`config.mk`:
```
export PLATFORM = sky130hd
export DESIGN_NAME = music_sequencer
export DESIGN_NICKNAME = d
export VERILOG_FILES = /design/src/rtl/music_sequencer.sv
export SDC_FILE = /design/constraint.sdc
export NUM_CORES = 1
export LEC_CHECK = 0
export ABC_AREA = 1
export CORE_MARGIN = 5
export CORE_UTILIZATION = 35
export CTS_BUF_LIST = sky130_fd_sc_hd__clkbuf_4 sky130_fd_sc_hd__clkbuf_8
export CTS_CLUSTER_DIAMETER = 80
export DETAILED_ROUTE_END_ITERATION = 7
export PLACE_DENSITY = 0.59
export RECOVER_POWER = 100
export SYNTH_ARGS = -nofsm -noshare
export SYNTH_HDL_FRONTEND = slang
export SYNTH_SLANG_ARGS = --single-unit
```
`constraint.sdc`:
```
create_clock -name clk -period 6.6 [get_ports clk]
set_clock_uncertainty 0.15 [all_clocks]
set_input_delay 0.99 -clock clk [delete_from_list [all_inputs] [get_ports clk]]
set_output_delay 0.99 -clock clk [all_outputs]
set_load 0.03 [all_outputs]
```
`src/rtl/music_sequencer.sv`:
```
// Background tune player: steps a note ROM at a fixed tempo and
// turns each captured note index into a square wave on the audio pin.
module music_sequencer #(
   parameter int unsigned BEAT_CYCLES = 12_500_000,
   parameter int unsigned GAP_CYCLES  = 1_000_000,
   parameter int unsigned SONG_LEN    = 32,
   parameter int unsigned DIV_SHIFT   = 0
) (
   input  logic       clk,
   input  logic       rst_n,
   input  logic       enable,
   input  logic       restart,
   input  logic [7:0] note_in,
   output logic [7:0] rom_addr,
   output logic       audio_out,
   output logic       audio_en,
   output logic [7:0] cur_note,
   output logic       song_wrap
);

   localparam logic [23:0] PLAY_LAST = 24'(BEAT_CYCLES - GAP_CYCLES - 1);
   localparam logic [23:0] BEAT_LAST = 24'(BEAT_CYCLES - 1);
   localparam logic [7:0]  ADDR_LAST = 8'(SONG_LEN - 1);

   typedef enum logic [2:0] {
      S_IDLE,
      S_FETCH,
      S_DECODE,
      S_PLAY,
      S_GAP
   } state_t;

   state_t      state_q;
   logic [7:0]  addr_q;
   logic [23:0] beat_q;
   logic [19:0] tone_q;
   logic [19:0] half_q;
   logic [7:0]  note_q;
   logic        out_q;
   logic        en_q;
   logic        wrap_q;

   logic [3:0]  semi_d;
   logic [7:0]  oct_d;
   logic [31:0] shift_d;
   logic [19:0] half_d;
   logic        rest_d;

   // Lowest-octave half-periods (clocks at 100 MHz) for C..B.
   function automatic logic [19:0] base_half(input logic [3:0] s);
      logic [19:0] h;
      case (s)
         4'd0:    h = 20'd764451;
         4'd1:    h = 20'd721547;
         4'd2:    h = 20'd681050;
         4'd3:    h = 20'd642826;
         4'd4:    h = 20'd606745;
         4'd5:    h = 20'd572691;
         4'd6:    h = 20'd540549;
         4'd7:    h = 20'd510209;
         4'd8:    h = 20'd481575;
         4'd9:    h = 20'd454545;
         4'd10:   h = 20'd429034;
         4'd11:   h = 20'd404953;
         default: h = 20'd0;
      endcase
      return h;
   endfunction

   // Pitch decode: each octave halves the period; big shifts give a rest.
   always_comb begin
      semi_d  = 4'(note_q % 8'd12);
      oct_d   = note_q / 8'd12;
      shift_d = 32'(oct_d) + 32'(DIV_SHIFT);
      half_d  = 20'd0;
      if (shift_d < 32'd20) begin
         half_d = base_half(semi_d) >> shift_d;
      end
      rest_d = (note_q == 8'd0) || (half_d == 20'd0);
   end

   // Slot sequencer FSM with tone generator and registered outputs.
   always_ff @(posedge clk) begin
      if (!rst_n) begin
         state_q <= S_IDLE;
         addr_q  <= 8'd0;
         beat_q  <= 24'd0;
         tone_q  <= 20'd0;
         half_q  <= 20'd0;
         note_q  <= 8'd0;
         out_q   <= 1'b0;
         en_q    <= 1'b0;
         wrap_q  <= 1'b0;
      end else if (!enable) begin
         state_q <= S_IDLE;
         beat_q  <= 24'd0;
         tone_q  <= 20'd0;
         out_q   <= 1'b0;
         en_q    <= 1'b0;
         wrap_q  <= 1'b0;
         if (restart) begin
            addr_q <= 8'd0;
         end
      end else if (restart) begin
         state_q <= S_FETCH;
         addr_q  <= 8'd0;
         beat_q  <= 24'd0;
         tone_q  <= 20'd0;
         out_q   <= 1'b0;
         en_q    <= 1'b0;
         wrap_q  <= 1'b0;
      end else begin
         wrap_q <= 1'b0;
         unique case (state_q)
            S_IDLE: begin
               state_q <= S_FETCH;
               beat_q  <= 24'd0;
            end
            S_FETCH: begin
               beat_q <= beat_q + 24'd1;
               if (beat_q == 24'd1) begin
                  note_q  <= note_in;
                  state_q <= S_DECODE;
               end
            end
            S_DECODE: begin
               beat_q  <= beat_q + 24'd1;
               half_q  <= half_d;
               tone_q  <= 20'd0;
               out_q   <= 1'b0;
               en_q    <= !rest_d;
               state_q <= S_PLAY;
            end
            S_PLAY: begin
               beat_q <= beat_q + 24'd1;
               if (beat_q == PLAY_LAST) begin
                  state_q <= S_GAP;
                  tone_q  <= 20'd0;
                  out_q   <= 1'b0;
                  en_q    <= 1'b0;
               end else if (en_q) begin
                  if (tone_q == half_q - 20'd1) begin
                     tone_q <= 20'd0;
                     out_q  <= ~out_q;
                  end else begin
                     tone_q <= tone_q + 20'd1;
                  end
               end
            end
            S_GAP: begin
               if (beat_q == BEAT_LAST) begin
                  beat_q  <= 24'd0;
                  state_q <= S_FETCH;
                  if (addr_q == ADDR_LAST) begin
                     addr_q <= 8'd0;
                     wrap_q <= 1'b1;
                  end else begin
                     addr_q <= addr_q + 8'd1;
                  end
               end else begin
                  beat_q <= beat_q + 24'd1;
               end
            end
            default: begin
               state_q <= S_IDLE;
            end
         endcase
      end
   end

   assign rom_addr  = addr_q;
   assign audio_out = out_q;
   assign audio_en  = en_q;
   assign cur_note  = note_q;
   assign song_wrap = wrap_q;

endmodule

```
## Word level (Yosys, flattened, before mapping)

Memories as Yosys holds them, arrays and structs flattened.
Cells that the tools add are included.

| word-level totals | value |
|---|---|
| output and inout port bits | 19 |
| bits in writable memories | 0 |
| bits of input ports | 12 |
| register bits after elaboration | 86 |
| bits in latches | 0 |
| logic and storage cells | 90 |
| memories | 1 |
| memory bits (read-only) | 320 |

Memories:

| name | depth | width | read ports | clocked after Yosys merged registers in | write ports | line | RTL |
|---|---|---|---|---|---|---|---|
| (name not given) | 16 | 20 | 1 | 0 | 0 | 52 | `case (s)` |

| cells by class | value |
|---|---|
| div/mod/pow operators | 2 |
| multiply operators | 0 |
| reductions and logical operators | 22 |
| mux-type cells | 26 |
| equal/unequal tests | 17 |
| order comparisons | 1 |
| add/subtract/negate cells | 4 |
| shift-type cells | 1 |
| bitwise logic cells | 6 |

Operators with widths:

| kind | count |
|---|---|
| 2-to-1 mux 20 bit | 5 |
| case mux 24 bit (3 select lines) | 1 |
| == test 24 bit (second input constant) | 2 |
| 2-to-1 mux 8 bit | 6 |
| case mux 20 bit (2 select lines) | 1 |
| adder 24 x 1 -> 24 bit (second input constant) | 1 |
| == test 24 x 1 -> 1 bit (second input constant) | 1 |
| 2-to-1 mux 24 bit | 1 |
| adder 20 x 1 -> 20 bit (second input constant) | 1 |
| == test 20 bit | 1 |
| zero test 20 bit | 1 |
| >> shifter 20 x 8 -> 20 bit | 1 |
| subtractor 20 x 1 -> 20 bit (second input constant) | 1 |
| != test 3 bit (second input constant) | 5 |
| case mux 3 bit (5 select lines) | 1 |
| AND reduction 3 bit | 5 |
| 2-to-1 mux 3 bit | 3 |
| adder 8 x 1 -> 8 bit (second input constant) | 1 |
| divider 8 x 4 -> 8 bit (second input constant) | 1 |
| == test 8 x 5 -> 1 bit (second input constant) | 1 |
| zero test 8 bit | 1 |
| less-than comparator 8 x 5 -> 1 bit (second input constant) | 1 |
| remainder unit 8 x 4 -> 8 bit (second input constant) | 1 |
| nonzero test 2 bit | 4 |
| other kinds (15) | 32 |

## Depth between registers and ports, before layout

Gate-level depths: netlist of the first run.

| logic depth | value |
|---|---|
| depth in word-level cells | 9 |
| mapped depth | 30 |
| gate-level depth less buffers | 30 |

## Worst setup path after synthesis of the first run

Ideal clock, no wire load.

| timing | value |
|---|---|
| path type | register to register |
| from | register note_q[6] (netlist: cur_note[6]) |
| to | register en_q (netlist: audio_en) |
| slack | 3,528 ps |
| cell stages (with the launch flop) | 29 |
| clock period less this slack | 3,072 ps |
| library setup time | 131 ps |
| data required time | 6,319 ps |
| arrival time | 2,792 ps |
| buffers on the path | 1 |
| cell sequence | dfxtp_1 > inv_1 > nand2_1 > nand2_4 > nand2_2 > nand3_2 > nand2_2 > nand2_2 > nand2_1 > nand2_1 > nand2_1 > nand2_2 > inv_1 > nand2_2 > nand2_4 > buf_6 > nand3_1 > nand3_1 > nand3_1 > nand3_1 > nand3_1 > nand2_1 > nand2_1 > nor2_1 > nand2_1 > nor2_1 > nand2_1 > nand2_1 > a21oi_2 |

| between the ends | value |
|---|---|
| longest elaborated chain between the ends | 9 |
| elaborated cells between the ends (all ways) | 12 |
| those cells by class | 2 x div; 1 x order compare; 1 x shift; 3 x mux; 4 x reduce/logical; 1 x memory |

Ends and longest elaborated chain:

| item | line | RTL |
|---|---|---|
| start: declaration | 38 | `logic [7:0] note_q;` |
| start signal: assignment | 122 | `note_q <= note_in;` |
| remainder unit 8 x 4 -> 8 bit | 72 | `semi_d = 4'(note_q % 8'd12);` |
| memory (16 x 20 bit) | -- |  |
| 2-to-1 mux 20 bit | 76 | `if (shift_d < 32'd20) begin` |
| >> shifter 20 x 8 -> 20 bit | 77 | `half_d = base_half(semi_d) >> shift_d;` |
| 2-to-1 mux 20 bit | 76 |  |
| zero test 20 bit | 79 | `rest_d = (note_q == 8'd0) \|\| (half_d == 20'd0);` |
| logical OR 1 bit (*) | 79 |  |
| zero test 1 bit (*) | 131 | `en_q <= !rest_d;` |
| case mux 1 bit (2 select lines) (*) | 114 | `unique case (state_q)` |
| end signal: assignment | 131 |  |
| end: declaration | 40 | `logic en_q;` |

Every way passes the cells marked *; elsewhere a longest branch is shown, timed or not. The select of a mux whose other input is x is not followed.
A chain may end at the register's enable or synchronous reset.

## Final worst setup path of the first run

| timing | value |
|---|---|
| from | register note_q[7] (netlist: cur_note[7]) |
| to | register en_q (netlist: audio_en) |

The elaborated chain is that of the path after synthesis.

==> results of run 1 <==
metrics by stage:
step                power [uW]  utilization (%)  cell area, um^2  hold slack, ns
global route               999             39.2             6790           0.359
detailed placement         585             38.2             6620           0.310
floorplan                  568                -             6150           0.295
finish                     960             39.2             6790           0.320
CTS                        974             39.4             6820           0.323
global placement           585             38.2             6620           0.303
flip-flops by register name, summed over array words and instances, names as in the netlist:
name and flops:
beat_q 24, half_q 20, tone_q 20, cur_note 8, rom_addr 8, state_q 3
audio_en 1, audio_out 1, song_wrap 1
cell families after synthesis:
kind of cell / Yosys count / synth area share (%)
compound gates: 148 / 13.5
flops: 86 / 28.0
fa+ha+maj: 11 / 2.24
buf+inv: 157 / 10.2
xor+xnor: 37 / 5.27
simple gates: 558 / 40.7
critical path: cells and delay by family, from the launching register on:
family | cells | cell delay (ns)
simple gates | 24 | 3.03
buf+inv | 5 | 0.75
flops | 1 | 0.47
compound gates | 1 | 0.06
cells in the mapped netlist (all sizes together) (11+ instances only):
cell | number | area share [%]
nand3 | 146 | 12
xnor2 | 12 | 1.7
xor2 | 25 | 3.6
dfxtp | 86 | 28
ha | 11 | 2.2
a21oi | 74 | 6.1
nand4 | 15 | 1.5
buf | 13 | 1.4
clkbuf | 16 | 0.98
nor3 | 28 | 2.3
inv | 126 | 7.8
nor2 | 100 | 6.2
nor4 | 16 | 1.6
nand2 | 237 | 15
o21ai | 50 | 4.6
layout make-up:
class / instances / area (um^2) / share of cell area [%]
multi-input cells: 754 / 3780 / 55.6
clock buffers: 10 / 138 / 2.03
well taps: 225 / 282 / 4.15
repair buffers: 33 / 315 / 4.65
inverters: 128 / 485 / 7.15
clock inverters: 6 / 70.1 / 1.03
flip-flops and latches: 86 / 1720 / 25.4
worst paths after layout:
| check | from | endpoint | slack (ns) | depth (start not counted) |
|---|---|---|---|---|
| worst min register to register | tone_q[5] | tone_q[5] | 0.32 | 2 |
| worst max register to register | cur_note[7] | audio_en | 1.96 | 30 |
| worst min-delay path | tone_q[5] | tone_q[5] | 0.32 | 2 |
| worst max-delay path | cur_note[7] | audio_en | 1.96 | 30 |
power by group through the flow:
stage / Clock (uW) / Sequential (uW) / Combinational [uW]
global placement: 0 / 534 / 51.0
detailed placement: 0 / 534 / 51.1
CTS: 401 / 522 / 51.4
floorplan: 0 / 534 / 33.7
finish: 387 / 522 / 50.7
global route: 420 / 522 / 56.8
routing by layer:
metal  up-vias  part of all wire [%]
met5         -                     0
met4         0                   1.0
met3        12                   3.0
met2       114                    44
met1      2826                    52
li1       3313                     -
==> results.txt, run 1 <==
final worst slack -> 1.96 ns
CTS Buf Count -> 9
die area -> 20300 um^2
slew margin rel. -> 21.1%
post-layout minimum cycle time -> 4.64 ns
Cell variety after synth -> 42
Comb power frac -> 5.3%
via count -> 6265
clk sink count -> 86
clock slew at reported path FFs -> 0.09 ns
pwr dens -> 141 nW/um^2
initial antenna violation count -> 0
dpl ws -> 2.46 ns
largest net degree at the start of global routing -> 38
fmax -> 0.216 GHz
met1 Use GR -> 23.1%
layout cells sized above 1 -> 4.23%
antenna fix cells -> 0
M3 GR Usage -> 2.72%
row cnt -> 48
drt pass-1 iters -> 5
post-route insts no fill -> 1242
# IOs -> 31
Inst Count DP -> 1226
CP max-delay cell -> nand2_1
sequential share of power -> 54.4%
first-pass GRT wire length -> 26800 um
Synth Flop Type -> dfxtp_1
Max Slew Vio Count -> 0
Fillers -> 1916
Die Wd -> 143 um
Detail Placement HPWL -> 12500 um
Post-DRT Antenna Nets -> 0
CP most frequent cell -> nand2_1
routed length per instance -> 12.9 um
final setup violation count -> 0
port bufs -> 30
sw power -> 234 uW
Fin. Hold Viols -> 0
WP data arrival -> 4.71 ns
hold crit path type -> flop to flop
Cells after Synth -> 997
Layout Nets -> 1035
routability cong. -> 0.895
vias per cell -> 5.04
syn_nets -> 1020
overall routing resource usage -> 15.8%
Crit Path Max Fanout -> 20
initial core utilization -> 35.6%
vias in the first global route -> 5497
Clock Path Buffers -> 2
unrepaired setup endpoints after global routing -> no
Clk pwr share -> 40.4%
crit-path max cell delay -> 0.50 ns
H-Tree Depth -> 3
cell area after synthesis -> 6150 um^2
GR peak layer -> met2
Initial DRC Count -> 549
Tcrit/Tclk final -> 70.3%
Core Footprint -> 17300 um^2
CTS tree -> done
cts hold-fix bufs -> 0
leakage -> 0.00276 uW
Total Wirelength -> 16000 um
CP required -> 6.67 ns
clock latency on the worst-skew pair -> 0.37 ns
Remaining DRCs -> 0
sequential share of the synthesized area -> 28.0%
most frequent cells in the layout -> 231 x nand2_1, 145 x nand3_1, 122 x inv_1
met2 track demand over resource -> 24.4%
post-cts resize count -> 0
Syn Area/Cell -> 6.17 um^2
Pint -> 726 uW
peak supply drop -> 0.000112 V
cell chosen for the clock root -> clkbuf_8
CP Launch Type -> flop
Worst-Margin Slew -> 1.18 ns
outcome -> complete, no violations
Max-cap violations -> 0
setup TNS -> 0 ns
total gr overflow -> 0
asr flop ratio synth -> 0%
Synth-to-Final Area Change -> 10.3%
Post-synth EDFFs -> 0
Worst setup EP type -> flop
Crit Path Class -> flop to flop
Yosys reg bits -> 86
Synth warnings -> 0
switch share -> 24.3%
Die H -> 143 um
commonest non-fill, non-tap cell in the layout -> nand2_1
Setup Buffers After CTS -> 0
Note: power is estimated with default switching activity, not from simulation.
==> run 2: changes to the inputs <==
--- a/config.mk
+++ b/config.mk
@@ -11,7 +11,7 @@
 export CTS_BUF_LIST = sky130_fd_sc_hd__clkbuf_4 sky130_fd_sc_hd__clkbuf_8
 export CTS_CLUSTER_DIAMETER = 80
 export DETAILED_ROUTE_END_ITERATION = 7
-export PLACE_DENSITY = 0.59
+export PLACE_DENSITY = 0.61
 export RECOVER_POWER = 100
 export SYNTH_ARGS = -nofsm -noshare
 export SYNTH_HDL_FRONTEND = slang
==> constraint.sdc (replaced) <==
create_clock -name clk -period 4 [get_ports clk]
set_clock_uncertainty 0.15 [all_clocks]
set_input_delay 0.6 -clock clk [delete_from_list [all_inputs] [get_ports clk]]
set_output_delay 0.6 -clock clk [all_outputs]
set_load 0.03 [all_outputs]
==> run 2 against run 1 <==
Sequential power increased by 65%. Clock-buffer cell count increased by 1. Global-route usage increased by 0.32 points. First-iteration DRC count decreased by 11%. Final cell count increased by 0.32%. Sequential share of layout area decreased by 0.22 points. Fmax increased by 29%. Die area unchanged.
==> results.txt, run 2 (synthesis gave the netlist of run 1 again) <==
CP required -> 4.11 ns (was 6.67 ns)
unrepaired setup endpoints after global routing -> no (unchanged)
most frequent cells in the layout -> 225 x nand2_1, 144 x nand3_1, 119 x inv_1 (was 231 x nand2_1, 145 x nand3_1, 122 x inv_1)
setup TNS -> 0 ns (unchanged)
Max Slew Vio Count -> 0 (unchanged)
CP most frequent cell -> nand2_1 (unchanged)
Detail Placement HPWL -> 12500 um (about the same)
Core Footprint -> 17300 um^2 (unchanged)
hold crit path type -> flop to flop (unchanged)
Setup Buffers After CTS -> 0 (unchanged)
Initial DRC Count -> 491 (was 549)
# IOs -> 31 (unchanged)
WP data arrival -> 3.71 ns (was 4.71 ns)
Die H -> 143 um (unchanged)
CTS Buf Count -> 9 (unchanged)
Post-DRT Antenna Nets -> 0 (unchanged)
reg2reg setup slack -> 0.40 ns (was 1.96 ns)
total gr overflow -> 0 (unchanged)
Crit Path Max Fanout -> 12 (was 20)
leakage -> 0.00280 uW (was 0.00276 uW)
multi-input gate area in the final layout -> 3800 um^2 (was 3780 um^2)
port bufs -> 30 (unchanged)
register area -> 1720 um^2 (unchanged)
hold path cells -> 2 (unchanged)
slew margin rel. -> 14.6% (was 21.1%)
Largest Register -> beat_q (unchanged)
Hold Path Origin -> tone_q[5] (unchanged)
RR Startpoint -> cur_note[6] (was cur_note[7])
layout cells sized above 1 -> 5.58% (was 4.23%)
Max-cap violations -> 0 (unchanged)
post-cts resize count -> 0 (unchanged)
Synth-to-Final Area Change -> 11.3% (was 10.3%)
crit-path max cell delay -> 0.44 ns (was 0.50 ns)
pwr dens -> 235 nW/um^2 (was 141 nW/um^2)
antenna fix cells -> 0 (unchanged)
Tcrit/Tclk final -> 89.9% (was 70.3%)
fmax -> 0.278 GHz (was 0.216 GHz)
die area -> 20300 um^2 (unchanged)
Fin. Hold Viols -> 0 (unchanged)
initial antenna violation count -> 0 (unchanged)
Fillers -> 1909 (was 1916)
clock latency on the worst-skew pair -> 0.38 ns (was 0.37 ns)
reg-to-reg endpoint -> audio_en (unchanged)
clock slew at reported path FFs -> 0.09 ns (about the same)
Layout Nets -> 1039 (was 1035)
Total Wirelength -> 15900 um (was 16000 um)
overall routing resource usage -> 16.1% (was 15.8%)
CP max-delay cell -> dfxtp_1 (was nand2_1)
routability cong. -> 0.891 (was 0.895)
row cnt -> 48 (unchanged)
post-layout minimum cycle time -> 3.60 ns (was 4.64 ns)
cell chosen for the clock root -> clkbuf_8 (unchanged)
peak supply drop -> 0.000163 V (was 0.000112 V)
largest registers -> beat_q (24), half_q (20), tone_q (20) (unchanged)
commonest non-fill, non-tap cell in the layout -> nand2_1 (unchanged)
via count -> 6246 (was 6265)
Die Wd -> 143 um (unchanged)
CTS tree -> done (unchanged)
largest net degree at the start of global routing -> 38 (unchanged)
CP Launch Type -> flop (unchanged)
Worst setup EP type -> flop (unchanged)
Clock Path Buffers -> 2 (unchanged)
drt pass-1 iters -> 5 (unchanged)
max reg flops -> 24 (unchanged)
vias per cell -> 5.01 (was 5.04)
outcome -> complete, no violations (unchanged)
final setup violation count -> 0 (unchanged)
H-Tree Depth -> 3 (unchanged)
Worst-Margin Slew -> 1.27 ns (was 1.18 ns)
vias in the first global route -> 5616 (was 5497)
clk sink count -> 86 (unchanged)
post-route insts no fill -> 1246 (was 1242)
cells on worst reg2reg path -> 28 (was 30)
cts hold-fix bufs -> 0 (unchanged)
first-pass GRT wire length -> 27000 um (was 26800 um)
Hold Crit Endpoint -> tone_q[5] (unchanged)
initial core utilization -> 35.6% (unchanged)
Crit Path Class -> flop to flop (unchanged)
routed length per instance -> 12.8 um (was 12.9 um)
Inst Count DP -> 1230 (was 1226)
total power -> 1610 uW (was 960 uW)
Remaining DRCs -> 0 (unchanged)
run 2: changes by cell type in the layout (fill, tap and decap cells not counted), sizes merged:
cell,delta
buf,+5
clkdlybuf4s50,+1
clkinvlp,-2
dlygate4sd3,-1
inv,+1
run 2: report_power, final:
group          switching (uW)  internal, uW  leakage [uW]
Clock                     342           320      0.000105
Combinational            52.9          32.6       0.00200
Sequential               3.05           858      0.000693
run 2: stage by stage:
step                      setup WS [ns]  hold WS (ns)  area (um^2)  utilization, %
after floorplan                   0.928         0.295         6150               -
after global placement            0.472         0.302         6650            38.4
after detailed placement          0.456         0.309         6650            38.4
after CTS                         0.415         0.321         6860            39.7
after global routing            0.00287         0.349         6850            39.6
final                             0.404         0.318         6850            39.6
run 2: cell type report:
class,instances,area share (%)
inverter,128,7.09
clock buffer,11,2.12
sequential,86,25.1
timing repair buffer,37,5.10
tap,225,4.11
clock inverter,5,0.969
multi-input combinational,754,55.5
run 2: per-layer routing:
| metal | vias up | track usage [%] | share of wire [%] |
|---|---|---|---|
| met5 | - | 0 | 0 |
| met4 | 0 | 3.00 | 1.2 |
| met3 | 18 | 4.37 | 4.7 |
| met2 | 131 | 24.3 | 42 |
| met1 | 2761 | 23.2 | 52 |
| li1 | 3336 | - | - |
run 2: worst max-delay path, delay by kind of cell, from the launching register on:
kind / cells / cell delay [ns]
AND/OR/NAND/NOR: 21 / 2.17
AO/OA/AOI/OAI: 2 / 0.29
buffers and inverters: 5 / 0.42
flip-flops: 1 / 0.44
run 2: how the worst max path moves through the flow:
stage | from | endpoint | slack, ns
6_report | cur_note[6] | audio_en | 0.40
4_1_cts | cur_note[7] | audio_en | 0.41
3_5_place_dp | cur_note[6] | audio_en | 0.46
2_1_floorplan | cur_note[6] | audio_en | 0.93
3_3_place_gp | cur_note[7] | audio_en | 0.47
5_1_grt | cur_note[6] | audio_en | 0.003
==> run 3: changes to the inputs <==
--- a/config.mk
+++ b/config.mk
@@ -13,6 +13,7 @@
 export DETAILED_ROUTE_END_ITERATION = 7
 export PLACE_DENSITY = 0.61
 export RECOVER_POWER = 100
+export SLEW_MARGIN = 20
 export SYNTH_ARGS = -nofsm -noshare
 export SYNTH_HDL_FRONTEND = slang
 export SYNTH_SLANG_ARGS = --single-unit
==> results of run 3 <==
Same layout as run 2: the final DEF is identical, and so are final timing and power.
